[config.mk]
export PLATFORM = sky130hd
export DESIGN_NAME = dcmi_ahb_slv
export DESIGN_NICKNAME = d
export VERILOG_FILES = /design/src/rtl/dcmi_ahb_slv.sv
export SDC_FILE = /design/constraint.sdc
export NUM_CORES = 1
export LEC_CHECK = 0
export CORE_MARGIN = 2
export CORE_UTILIZATION = 33
export DETAILED_ROUTE_END_ITERATION = 7
export PLACE_DENSITY = 0.83
export SYNTH_ARGS = -nofsm -noshare
export SYNTH_HDL_FRONTEND = slang
export SYNTH_SLANG_ARGS = --single-unit
[constraint.sdc]
create_clock -name hclk -period 1.7 [get_ports hclk]
set_input_delay 0.17 -clock hclk [delete_from_list [all_inputs] [get_ports hclk]]
set_output_delay 0.17 -clock hclk [all_outputs]
set_load 0.01 [all_outputs]
[src/rtl/dcmi_ahb_slv.sv]
`default_nettype none
// ============================================================================
// Module   : dcmi_ahb_slv
// Purpose  : AHB-Lite slave front end for the DCMI peripheral. Turns AHB-Lite
//            address/data-phase transfers into the single-cycle internal
//            register bus that drives the DCMI register file. Generates byte
//            lane selects, one read wait state and two-cycle ERROR responses.
// Ports    : hclk, rstn (async, active-low)
//            AHB-Lite : hsel, htrans, hwrite, hsize, haddr, hwdata, hready_in
//                       -> hreadyout, hresp, hrdata
//            Reg bus  : ahb_bus_sel/wr/rd/addr/bsel/wdata -> register file,
//                       ahb_bus_rdata <- register file
// Revision : 1.0 - initial release
// ============================================================================
module dcmi_ahb_slv #(
    parameter int REG_NUM = 8,
    parameter int HADDR_W = 12
) (
    input  logic               hclk,
    input  logic               rstn,
    input  logic               hsel,
    input  logic [1:0]         htrans,
    input  logic               hwrite,
    input  logic [2:0]         hsize,
    input  logic [HADDR_W-1:0] haddr,
    input  logic [31:0]        hwdata,
    input  logic               hready_in,
    output logic               hreadyout,
    output logic               hresp,
    output logic [31:0]        hrdata,
    output logic               ahb_bus_sel,
    output logic               ahb_bus_wr,
    output logic               ahb_bus_rd,
    output logic [3:0]         ahb_bus_addr,
    output logic [3:0]         ahb_bus_bsel,
    output logic [31:0]        ahb_bus_wdata,
    input  logic [31:0]        ahb_bus_rdata
);

    typedef enum logic [2:0] {
        ST_IDLE    = 3'd0,
        ST_WR      = 3'd1,
        ST_RD_WAIT = 3'd2,
        ST_RD_DONE = 3'd3,
        ST_ERR1    = 3'd4,
        ST_ERR2    = 3'd5
    } state_t;

    state_t      r_state;
    state_t      w_state_nxt;
    state_t      w_accept_state;
    logic        w_open;
    logic        w_accept;
    logic        w_err;
    logic [31:0] w_word_idx;
    logic [3:0]  w_bsel;
    logic [3:0]  r_addr;
    logic [3:0]  r_bsel;
    logic [31:0] r_hrdata;
    logic        w_unused;

    // htrans[0] only distinguishes SEQ from NONSEQ, which this slave treats alike
    assign w_unused = htrans[0];

    // Slave is only able to take a new address phase in cycles where it drives
    // hreadyout high; gating here keeps a misbehaving master from disturbing
    // a pending read or error response.
    assign w_open   = (r_state != ST_RD_WAIT) && (r_state != ST_ERR1);
    assign w_accept = hsel & htrans[1] & hready_in & w_open;

    assign w_word_idx = 32'(haddr[HADDR_W-1:2]);
    assign w_err = (hsize > 3'd2)
                 | ((hsize == 3'd1) & haddr[0])
                 | ((hsize == 3'd2) & (haddr[1:0] != 2'b00))
                 | (w_word_idx >= 32'(REG_NUM));

    always_comb begin
        w_bsel = 4'b0000;
        case (hsize)
            3'd0:    w_bsel = 4'b0001 << haddr[1:0];
            3'd1:    w_bsel = haddr[1] ? 4'b1100 : 4'b0011;
            3'd2:    w_bsel = 4'b1111;
            default: w_bsel = 4'b0000;
        endcase
    end

    always_comb begin
        w_accept_state = ST_RD_WAIT;
        if (w_err) begin
            w_accept_state = ST_ERR1;
        end else if (hwrite) begin
            w_accept_state = ST_WR;
        end
    end

    always_ff @(posedge hclk or negedge rstn) begin
        if (!rstn) begin
            r_state <= ST_IDLE;
        end else begin
            r_state <= w_state_nxt;
        end
    end

    always_comb begin
        w_state_nxt = r_state;
        hreadyout   = 1'b1;
        hresp       = 1'b0;
        ahb_bus_sel = 1'b0;
        ahb_bus_wr  = 1'b0;
        ahb_bus_rd  = 1'b0;
        case (r_state)
            ST_IDLE: begin
                w_state_nxt = w_accept ? w_accept_state : ST_IDLE;
            end
            ST_WR: begin
                ahb_bus_sel = 1'b1;
                ahb_bus_wr  = 1'b1;
                w_state_nxt = w_accept ? w_accept_state : ST_IDLE;
            end
            ST_RD_WAIT: begin
                ahb_bus_sel = 1'b1;
                ahb_bus_rd  = 1'b1;
                hreadyout   = 1'b0;
                w_state_nxt = ST_RD_DONE;
            end
            ST_RD_DONE: begin
                w_state_nxt = w_accept ? w_accept_state : ST_IDLE;
            end
            ST_ERR1: begin
                hresp       = 1'b1;
                hreadyout   = 1'b0;
                w_state_nxt = ST_ERR2;
            end
            ST_ERR2: begin
                hresp       = 1'b1;
                w_state_nxt = w_accept ? w_accept_state : ST_IDLE;
            end
            default: begin
                w_state_nxt = ST_IDLE;
            end
        endcase
    end

    // Word index and lanes are captured only for good transfers and cleared
    // otherwise, so they read as zero outside the access cycle.
    always_ff @(posedge hclk or negedge rstn) begin
        if (!rstn) begin
            r_addr <= 4'd0;
            r_bsel <= 4'd0;
        end else if (w_accept && !w_err) begin
            r_addr <= haddr[5:2];
            r_bsel <= w_bsel;
        end else begin
            r_addr <= 4'd0;
            r_bsel <= 4'd0;
        end
    end

    always_ff @(posedge hclk or negedge rstn) begin
        if (!rstn) begin
            r_hrdata <= 32'd0;
        end else if (r_state == ST_RD_WAIT) begin
            r_hrdata <= ahb_bus_rdata;
        end
    end

    assign ahb_bus_addr  = r_addr;
    assign ahb_bus_bsel  = r_bsel;
    assign ahb_bus_wdata = hwdata;
    assign hrdata        = r_hrdata;

endmodule
`default_nettype wire

# Word level (Yosys, flattened, before mapping)
# Cells that the tools add are included.
dict set report totals {
  word_cells 47
  output_inout_bits 77
  ff_bits 43
}
dict set report op_classes {
  order_cmp 2
  shifts 1
  n_mux 13
  n_eq_ne 9
  n_reduce_logical 10
  n_bitwise 8
}
# operator n
set op_table {}
lappend op_table {{$mux 4} 3}
lappend op_table {{$pmux 4 s3} 1}
lappend op_table {{$ge 10x4->1 const B} 1}
lappend op_table {{$eq 3x2->1 const B} 3}
lappend op_table {{$pmux 3 s3} 1}
lappend op_table {{$eq 3x1->1 const B} 2}
lappend op_table {{$eq 3x3->1 const B} 2}
lappend op_table {{$logic_not 3->1} 2}
lappend op_table {{$mux 3} 2}
lappend op_table {{$reduce_or 2->1} 3}
lappend op_table {{$and 1x1->1} 5}
lappend op_table {{$mux 1} 5}
lappend op_table {{$reduce_or 4->1} 1}
lappend op_table {{$shl 1x2->4 const A} 1}
lappend op_table {{$gt 3x2->1 const B} 1}
lappend op_table {{$ne 3x2->1 const B} 1}
lappend op_table {{$ne 3x3->1 const B} 1}
lappend op_table {{$or 1x1->1} 3}
lappend op_table {{$logic_and 1x1->1} 2}
lappend op_table {{$mux 2} 1}
lappend op_table {{$reduce_bool 2->1} 1}
lappend op_table {{$logic_not 1->1} 1}

# Depth between registers and ports, before layout
# Gate-level depths: netlist of the first run.
dict set report logic_depth {
  word_depth 8
  ltp_mapped 5
  mapped_depth_nobuf 4
}

# Worst setup path before layout of the first run
# Ideal clock, no wire load.
dict set report synth_path {
  path_kind {reg2reg}
  start {register r_state[2]}
  end {register r_hrdata[0], in the netlist hrdata[0]}
  setup_ps 125
  path_stages_with_launch 5
  arrival_ps 1381
  t_required_ps 1575
  slack_ps 194
  n_path_buf 2
  synth_period_minus_slack_ps 1506
  cell_sequence {dfrtp_1 > buf_2 > nor3b_4 > buf_6 > mux2_2}
}
dict set report synth_via {
  elab_chain_len 1
}
# item line_no
set synth_lines {}
lappend synth_lines {{start: declaration} 49} ;# state_t r_state;
lappend synth_lines {{start signal: assignment} 100} ;# r_state <= w_state_nxt;
lappend synth_lines {{$eq 3x2->1} 162} ;# end else if (r_state == ST_RD_WAIT) begin
lappend synth_lines {{end signal: assignment} 163} ;# r_hrdata <= ahb_bus_rdata;
lappend synth_lines {{end: declaration} 59} ;# logic [31:0] r_hrdata;
# No other way between the ends.
# A chain may end at the register's enable or synchronous reset.

# Worst setup path after layout of the first run
dict set report layout_path {
  start {register r_state[2]}
  end {output ahb_bus_rd}
}
dict set report layout_via {
  elab_chain_len 2
}
# item line_no
set layout_lines {}
lappend layout_lines {{$eq 3x2->1} 111} ;# case (r_state)
lappend layout_lines {{$mux 1} 111}
lappend layout_lines {{end: declaration} 33} ;# output logic ahb_bus_rd,
# No other way between the ends.

==> results of run 1 <==
==> area by class of cell <==
cell class,instances,area [sq um],area share (%)
Timing Repair Buffer,109,1050,35.6
Inverter,2,7.51,0.254
Multi-Input combinational cell,73,629,21.3
Sequential cell,43,1080,36.5
Clock buffer,5,68.8,2.33
Tap cell,75,93.8,3.18
Clock inverter,3,23.8,0.805
==> power by group through the flow <==
stage | registers [mW] | clock network (mW) | logic, mW
2_1_floorplan | 1.10 | 0 | 0.280
3_3_place_gp | 1.12 | 0 | 0.493
3_5_place_dp | 1.12 | 0 | 0.501
4_1_cts | 1.09 | 0.695 | 0.502
5_1_grt | 1.10 | 0.746 | 0.562
6_report | 1.09 | 0.658 | 0.511
==> logic make-up (layout without fill, tap and decap cells) <==
logic type,after synthesis,after routing,synth area share [%]
flip-flops,43,43,53.9
buffers and inverters,39,119,14.7
multiplexers,32,32,18.0
AND/OR/NAND/NOR,29,29,8.77
AO/OA/AOI/OAI,10,10,3.95
other,1,1,0.188
XOR/XNOR,1,1,0.439
==> routing by layer <==
layer	vias up	routed length [um]	GRT usage, %
li1	646	-	-
met1	649	1510	14.2
met2	78	2130	22.3
met3	15	437	4.40
met4	0	111	7.00
met5	-	0	0
==> registers in the layout, summed over array words and instances, names as in the netlist <==
signal        flops
hrdata           32
ahb_bus_addr      4
r_state           3
ahb_bus_bsel      4
==> critical path: stages, from the launching register on <==
cell and delay [ns]:
dfrtp_1 0.40, buf_4 0.15, nor3b_4 0.19, buf_4 0.16, clkdlybuf4s15_1 0.24
==> what timing repair did <==
item                                    in CTS  in global routing
resized for setup                           10                  2
setup buffers                                2                  1
hold buffers                                 1                  0
endpoints found under the hold margin       43                  0
endpoints found under the setup margin       5                  2
pin swaps                                    0                  0
==> worst max-delay path by stage <==
| stage | endpoint | slack [ns] | cells after the start |
|---|---|---|---|
| after floorplan | hrdata[0] | 0.19 | 4 |
| after global placement | ahb_bus_addr[1] | -0.07 | 6 |
| after detailed placement | ahb_bus_addr[0] | -0.06 | 6 |
| after CTS | ahb_bus_rd | 0.02 | 4 |
| after global routing | ahb_bus_rd | -0.002 | 4 |
| final | ahb_bus_rd | 0.09 | 4 |
==> cell usage in the layout, fill, tap and decap left out, types with 3 or more instances in the layout <==
master and count:
nor2_1 8, clkdlybuf4s50_1 91, buf_4 11, mux2_2 27, and2_1 3, mux2_1 5
nand2b_1 3, o21a_1 3, dfrtp_1 42, a21oi_1 3, nor4_1 4, clkbuf_8 5
==> summary.txt, run 1 <==
Place
  • HPWL Detailed: 3.19 mm
  • Placement Cell Area: 0.00283 sq mm
  • Gp weighted congestion: 0.670
  • Placed cell count: 298
  • Post-Place Worst Slack: -0.0581 ns
  • IO buf count: a little under 100

Power and ir drop
  • VDD IR max: between 300 and 400 uV
  • Flop pwr share: 48.3%
  • Logic gate share of total power: 22.6%
  • Clock Power Share: 29.1%
  • PwrDens: 766 mW/mm^2
  • Switching share of power: 27.2%
  • Leakage dissipation: 1.36 nW
  • P_sw: 0.615 mW
  • Int Power: between 1.5 and 2 mW
  • Final Power: between 2 and 2.5 mW

Global route
  • Aggregate global-route resource usage: roughly an eighth
  • Largest net degree at the start of global routing: between 40 and 50
  • Gr ovfl total: 0
  • Number of global-route vias before repair: 1330
  • Global-route wire length before repair: 6.39 mm
  • Antenna violations before repair: 0

Hold path
  • Hold path start: hwdata[0]
  • Worst hold path depth: 0
  • Hold/Removal Path Class: in -> out
  • Min-Delay Endpoint: ahb_bus_wdata[0]

Setup path
  • RR Startpoint: r_state[2]
  • Maximum fanout along the worst path: 4
  • Worst Setup SP: r_state[2]
  • Critical Path RT: 1.53 ns
  • Reg2Reg Depth: 4
  • Worst path arrival time: ~1.4 ns
  • WS Path Type: reg -> out
  • Setup crit end kind: output pin
  • Worst flop-to-flop path endpoint: hrdata[24]
  • CP startpoint kind: flip-flop
  • FF-to-FF setup slack: about 0.14 ns

Timing
  • Fin crit share: 94.6%
  • Setup TNS Final: 0 ns
  • Setup Skew: 0.00461 ns
  • Fin crit period: 1.61 ns
  • Final hold vios: 0
  • Worst-Margin Slew: 0.552 ns
  • Fmax: 0.622 GHz
  • Hold Slack: 0.340 ns
  • Final WS setup: 0.0922 ns
  • Final Max Tran Viols: 0
  • Slew margin rel.: 63.2%
  • Final setup vio count: 0

Clocking
  • Num Clock Sinks: between 40 and 50
  • CTS tree: yes
  • H-tree depth: 2
  • CTS Buf Count: 5
  • Clk pin slew, worst setup/hold paths: 0.08 ns
  • Clk Latency, worst-skew pair: approximately 0.29 ns
  • Clk buf depth: 2
  • Root buffer cell: clkbuf_8

Detailed routing
  • Vias: 1388
  • Drt pass-1 iters: 4
  • Vias/cell: 4.48
  • Final WL: 4.18 mm
  • ANT nets after route: 0
  • Drt wl/cell: ~13 um
  • DRC violations left: 0
  • Iter 0 DRT Violations: 17

Floorplan
  • # rows: 28
  • Core region area: 0.00589 sq mm
  • Die Span X: 81.8 um
  • Starting density of the core: 33.9%
  • Die ar.: 0.00669 sq mm
  • Die Ht: between 80 and 90 um
  • Ports: about 160

Final layout
  • ANT cells: 0
  • Area grow syn2layout: 47.8%
  • Final Instance Area: 0.00295 sq mm
  • Fin cells: just over 300
  • Layout cells sized above 1: a little under a quarter
  • Final Net Count: 320
  • # fillers: 553
  • Final Util: 50.1%

Yosys
  • Post-synth top area share: approximately 54%
  • Synth Flop Type: dfrtp_1
  • Average cell area after synthesis: 12.9 sq um
  • Most common cell in the netlist: dfrtp_1
  • Syn_nets: 241
  • Synth cell types: 28
  • Total of warnings raised by yosys: 0
  • Yosys top cell by area: dfrtp_1
  • Cell area after synthesis: 0.00200 sq mm
  • Synth async-reset ratio: 100%
  • FF+latch count, synth: 43
  • Post-synth top cells: dfrtp_1, buf_4, mux2_2
  • Post-synth EDFFs: 0
  • Cells after synthesis: 155
  • Ranking of synthesized cells by area: dfrtp_1, mux2_2, buf_4
  • Seq/Total Area, Yosys: ~54%

Run
  • Maxcap violations: 0

Outcome
  • Status: finished, final reports clean
Note: power is estimated with default switching activity, not from simulation.
==> run 2, diff against run 1 <==
--- a/config.mk
+++ b/config.mk
@@ -5,6 +5,7 @@
 export SDC_FILE = /design/constraint.sdc
 export NUM_CORES = 1
 export LEC_CHECK = 0
+export CORE_ASPECT_RATIO = 1.4
 export CORE_MARGIN = 2
 export CORE_UTILIZATION = 33
 export DETAILED_ROUTE_END_ITERATION = 7
==> summary.txt, run 2 (same netlist as run 1, synthesis figures left out) <==
Final layout
  • Layout cells sized above 1: 22.4% (-0.99 points)
  • Max FFs per register: 32 (unchanged)
  • Most frequent cells in the layout: clkdlybuf4s50_1, dfrtp_1, mux2_2, buf_4, nor2_1
  • Final Net Count: 318 (-0.63%)
  • Final Util: 50.0% (-0.19 points)
  • Final Instance Area: 0.00293 sq mm (-0.76%)
  • Fin cells: 302 (-2.6%)
  • Most common cell after layout, fill and taps aside: clkdlybuf4s50_1
  • ANT cells: 0 (unchanged)
  • Area grow syn2layout: 46.7%

Detailed routing
  • DRC violations left: 0 (unchanged)
  • Drt wl/cell: 14.5 um (+7.2%)
  • ANT nets after route: 0 (unchanged)
  • Iter 0 DRT Violations: 49 (+32)
  • Vias: 1403 (+1.1%)
  • Drt pass-1 iters: 4 (unchanged)
  • Final WL: 4.37 mm (+4.5%)
  • Vias/cell: 4.65 (+3.8%)

Setup path
  • Setup crit end kind: output pin
  • Worst flop-to-flop path endpoint: hrdata[24]
  • Worst path arrival time: 1.45 ns (about the same)
  • Critical Path RT: 1.53 ns (about the same)
  • Reg2Reg Depth: 4 (unchanged)
  • Maximum fanout along the worst path: 3 (-1)
  • FF-to-FF setup slack: 0.12 ns (-0.02 ns)
  • CP startpoint kind: flip-flop
  • WS Path Type: reg -> out
  • RR Startpoint: r_state[2]

Global route
  • Antenna violations before repair: 0 (unchanged)
  • Global-route wire length before repair: 7.14 mm (+12%)
  • Gr ovfl total: 0 (unchanged)
  • Aggregate global-route resource usage: 13.6% (+0.54 points)
  • Largest net degree at the start of global routing: 44 (unchanged)
  • Number of global-route vias before repair: 1513 (+14%)

Timing
  • Final hold vios: 0 (unchanged)
  • Fmax: 0.616 GHz (-0.93%)
  • Fin crit period: 1.62 ns (+0.0151 ns)
  • Fin crit share: 95.5% (+0.89 points)
  • Final setup vio count: 0 (unchanged)
  • Slew margin rel.: 64.5% (+1.3 points)
  • Setup TNS Final: 0 ns (unchanged)
  • Setup Skew: 0.00455 ns (-0.0000547 ns)
  • Worst-Margin Slew: 0.533 ns (-0.0189 ns)
  • Final Max Tran Viols: 0 (unchanged)
  • RSZ-0062 raised after global routing: no
  • Hold Slack: 0.340 ns (unchanged)
  • Final WS setup: 0.0771 ns (-0.0151 ns)

Power and ir drop
  • VDD IR max: 420 uV (+23%)
  • Logic gate share of total power: 22.7% (about the same)
  • Leakage dissipation: 1.35 nW (-0.26%)
  • Clock Power Share: 28.5% (-0.6 points)
  • Final Power: 2.24 mW (-0.90%)
  • PwrDens: 764 mW/mm^2 (-0.14%)
  • P_sw: 0.569 mW (-7.6%)
  • Flop pwr share: 48.7% (+0.4 points)
  • Int Power: 1.67 mW (+1.6%)
  • Switching share of power: 25.4% (-1.8 points)

Place
  • Post-Place Worst Slack: 0.0116 ns (+0.0697 ns)
  • HPWL Detailed: 3.43 mm (+7.3%)
  • Placed cell count: 291 (-2.3%)
  • Gp weighted congestion: 0.748 (+12%)
  • Placement Cell Area: 0.00281 sq mm (-0.75%)
  • IO buf count: 97 (unchanged)

Floorplan
  • Die Span X: 69.7 um (-15%)
  • Ports: 163 (unchanged)
  • Die Ht: 96.0 um (+17%)
  • Starting density of the core: 34.1% (+0.13 points)
  • Die ar.: 0.00670 sq mm (+0.13%)
  • Core region area: 0.00586 sq mm (-0.38%)
  • # rows: 33 (+18%)

Hold path
  • Hold path start: hwdata[15]
  • Hold/Removal Path Class: in -> out
  • Min-Delay Endpoint: ahb_bus_wdata[15]
  • Worst hold path depth: 0 (unchanged)

Clocking
  • Clk Latency, worst-skew pair: 0.28 ns (about the same)
  • Root buffer cell: clkbuf_8
  • Num Clock Sinks: 43 (unchanged)
  • CTS tree: yes
  • H-tree depth: 2 (unchanged)
  • Clk buf depth: 2 (unchanged)
  • Clk pin slew, worst setup/hold paths: 0.08 ns (about the same)
  • CTS Buf Count: 5 (unchanged)

Run
  • Maxcap violations: 0 (unchanged)

Outcome
  • Status: finished, final reports clean
run 2: what timing repair did:
| action | 4_1_cts | 5_1_grt |
|---|---|---|
| resized for setup | 7 | 2 |
| endpoints found under the setup margin | 5 | 19 |
| hold endpoints to repair | 43 | 0 |
| setup buffers | 1 | 2 |
| hold buffers | 1 | 0 |
| pin swaps | 1 | 1 |
run 2: power by group through the flow:
stage,registers (mW),logic [mW],clock network [mW]
CTS,1.09,0.498,0.664
global placement,1.12,0.491,0
global route,1.10,0.567,0.699
floorplan,1.10,0.280,0
finish,1.09,0.509,0.638
detailed placement,1.12,0.494,0
run 2: worst max-delay path, cell delays in order, from the launching register on:
cell and delay [ns]:
dfrtp_1 0.40, buf_4 0.15, xor2_1 0.13, and2b_1 0.17, inv_1 0.05, dlygate4sd2_1 0.27
run 2: metal layers:
metal	GRT usage [%]	vias to the layer above	part of all wire [%]	wire length (um)
met5	0	-	0	0
met4	9.94	0	4.1	179
met3	3.14	26	7.8	340
met2	25.6	63	56	2460
met1	12.9	677	32	1390
li1	-	637	-	-
run 2: worst max-delay path by stage:
stage / endpoint / depth (start not counted) / slack, ns / from
final: hreadyout / 5 / 0.08 / r_state[2]
after global routing: hreadyout / 5 / 0.001 / r_state[2]
after CTS: ahb_bus_sel / 4 / 0.002 / r_state[2]
after detailed placement: ahb_bus_addr[0] / 5 / 0.01 / haddr[9]
after global placement: ahb_bus_addr[2] / 5 / 0.03 / haddr[11]
after floorplan: hrdata[0] / 4 / 0.19 / r_state[2]
run 2: layout make-up:
| class | count | area (sq um) |
|---|---|---|
| Timing Repair Buffer | 107 | 1040 |
| Clock inverter | 1 | 5.00 |
| Clock buffer | 6 | 82.6 |
| Tap cell | 70 | 87.6 |
| Fill cell | 556 | 2930 |
| Multi-Input combinational cell | 73 | 629 |
| Sequential cell | 43 | 1080 |
| Inverter | 2 | 7.51 |
==> run 3, diff against run 2 <==
==> constraint.sdc (replaced) <==
create_clock -name hclk -period 1.6 [get_ports hclk]
set_input_delay 0.16 -clock hclk [delete_from_list [all_inputs] [get_ports hclk]]
set_output_delay 0.16 -clock hclk [all_outputs]
set_load 0.01 [all_outputs]
==> summary.txt, run 3 (same netlist as run 1, synthesis figures left out) <==
Detailed routing
  • Iter 0 DRT Violations: 49 (unchanged)
  • ANT nets after route: 0 (unchanged)
  • Vias: 1427 (+1.7%)
  • Drt wl/cell: 14.5 um (+0.24%)
  • Vias/cell: 4.62 (-0.59%)
  • Drt pass-1 iters: 4 (unchanged)
  • Final WL: 4.48 mm (+2.6%)
  • DRC violations left: 0 (unchanged)

Timing
  • Final Max Tran Viols: 0 (unchanged)
  • RSZ-0062 raised after global routing: yes
  • Hold Slack: 0.320 ns (-0.0200 ns)
  • Final setup vio count: 0 (unchanged)
  • Fmax: 0.654 GHz
  • Fin crit share: 95.6%
  • Setup TNS Final: 0 ns (unchanged)
  • Final hold vios: 0 (unchanged)
  • Setup Skew: 0.0111 ns (+0.00656 ns)
  • Final WS setup: 0.0707 ns (-0.00637 ns)
  • Slew margin rel.: 63.3% (-1.2 points)
  • Fin crit period: 1.53 ns
  • Worst-Margin Slew: 0.551 ns (+0.0183 ns)

Floorplan
  • Die Span X: 69.7 um (unchanged)
  • Starting density of the core: 34.1% (unchanged)
  • Ports: 163 (unchanged)
  • Die ar.: 0.00670 sq mm (unchanged)
  • Core region area: 0.00586 sq mm (unchanged)
  • Die Ht: 96.0 um (unchanged)
  • # rows: 33 (unchanged)

Setup path
  • Setup crit end kind: output pin
  • Worst path arrival time: 1.37 ns (-0.08 ns)
  • Maximum fanout along the worst path: 4 (+1)
  • Critical Path RT: 1.44 ns (-0.09 ns)
  • CP startpoint kind: flip-flop
  • WS Path Type: reg -> out

Clocking
  • Num Clock Sinks: 43 (unchanged)
  • Clk pin slew, worst setup/hold paths: 0.08 ns (about the same)
  • CTS Buf Count: 5 (unchanged)
  • Clk Latency, worst-skew pair: 0.29 ns (about the same)
  • CTS tree: yes
  • H-tree depth: 2 (unchanged)
  • Clk buf depth: 2 (unchanged)
  • Root buffer cell: clkbuf_8

Power and ir drop
  • Switching share of power: 24.1% (-1.3 points)
  • Final Power: 2.55 mW (+14%)
  • PwrDens: 847 mW/mm^2 (+11%)
  • VDD IR max: 434 uV (+3.2%)
  • P_sw: 0.614 mW (+8.0%)
  • Clock Power Share: 31.3% (+2.8 points)
  • Int Power: 1.93 mW (+16%)
  • Logic gate share of total power: 22.8% (about the same)
  • Flop pwr share: 45.9% (-2.8 points)
  • Leakage dissipation: 1.39 nW (+2.7%)

Outcome
  • Status: finished, final reports clean

Place
  • Post-Place Worst Slack: -0.118 ns (-0.129 ns)
  • Gp weighted congestion: 0.740 (-1.1%)
  • Placed cell count: 297 (+2.1%)
  • HPWL Detailed: 3.47 mm (+1.1%)
  • IO buf count: 97 (unchanged)
  • Placement Cell Area: 0.00285 sq mm (+1.6%)

Global route
  • Largest net degree at the start of global routing: 44 (unchanged)
  • Antenna violations before repair: 0 (unchanged)
  • Number of global-route vias before repair: 1493 (-1.3%)
  • Gr ovfl total: 0 (unchanged)
  • Global-route wire length before repair: 7.30 mm (+2.2%)
  • Aggregate global-route resource usage: 13.8% (+0.21 points)

Final layout
  • Final Util: 51.3% (+1.3 points)
  • Max FFs per register: 32 (unchanged)
  • Area grow syn2layout: 50.5%
  • Final Instance Area: 0.00301 sq mm (+2.6%)
  • Fin cells: 309 (+2.3%)
  • Most frequent cells in the layout: clkdlybuf4s50_1, dfrtp_1, mux2_2, buf_4, nor2_1
  • Most common cell after layout, fill and taps aside: clkdlybuf4s50_1
  • Layout cells sized above 1: 25.5% (+3.1 points)
  • Final Net Count: 325 (+2.2%)
  • ANT cells: 0 (unchanged)

Hold path
  • Hold/Removal Path Class: in -> out

Run
  • Maxcap violations: 0 (unchanged)
[run 3: cell type report]
class	instances	area, sq um
fill	529	2860
timing repair buffer	114	1100
sequential	43	1080
multi-input combinational	73	632
tap	70	87.6
clock buffer	6	72.6
clock inverter	1	30.0
inverter	2	7.51
[run 3: repair_timing]
item | 4_1_cts | 5_1_grt
resized for setup | 9 | 12
pin swaps | 2 | 3
buffers inserted | 3 | 1
hold buffers | 1 | 0
setup endpoints to repair | 5 | 24
hold endpoints to repair | 43 | 0
[run 3: worst paths after layout]
check                                    end  cells after the start  slack, ns       start
setup / recovery                 ahb_bus_sel                      5       0.07  r_state[0]
hold reg to reg                   hrdata[29]                      1       0.49  hrdata[29]
max in group asynchronous         r_state[2]                      3       0.72        rstn
setup reg to reg                   hrdata[1]                      4       0.09  r_state[0]
min in group asynchronous    ahb_bus_bsel[3]                      3       0.48        rstn
hold / removal             ahb_bus_wdata[10]                      0       0.32  hwdata[10]
[run 3: worst max-delay path, stage by stage, from the launching register on]
cell	delay, ns
dfrtp_2	0.45
nand2b_1	0.12
nor2_2	0.05
buf_4	0.12
or2_4	0.22
buf_6	0.12
[run 3: power groups by stage]
stage / clock (mW) / combinational [mW] / sequential, mW
2_1_floorplan: 0 / 0.298 / 1.17
3_3_place_gp: 0 / 0.580 / 1.18
3_5_place_dp: 0 / 0.585 / 1.19
4_1_cts: 0.830 / 0.566 / 1.16
5_1_grt: 0.879 / 0.639 / 1.18
6_report: 0.797 / 0.581 / 1.17
[run 3: routing by layer]
layer | part of all wire, % | GRT usage [%] | vias up
li1 | - | - | 655
met2 | 55 | 25.3 | 77
met1 | 32 | 14.2 | 657
met3 | 8.6 | 2.41 | 38
met5 | 0 | 0 | -
met4 | 4.6 | 9.94 | 0
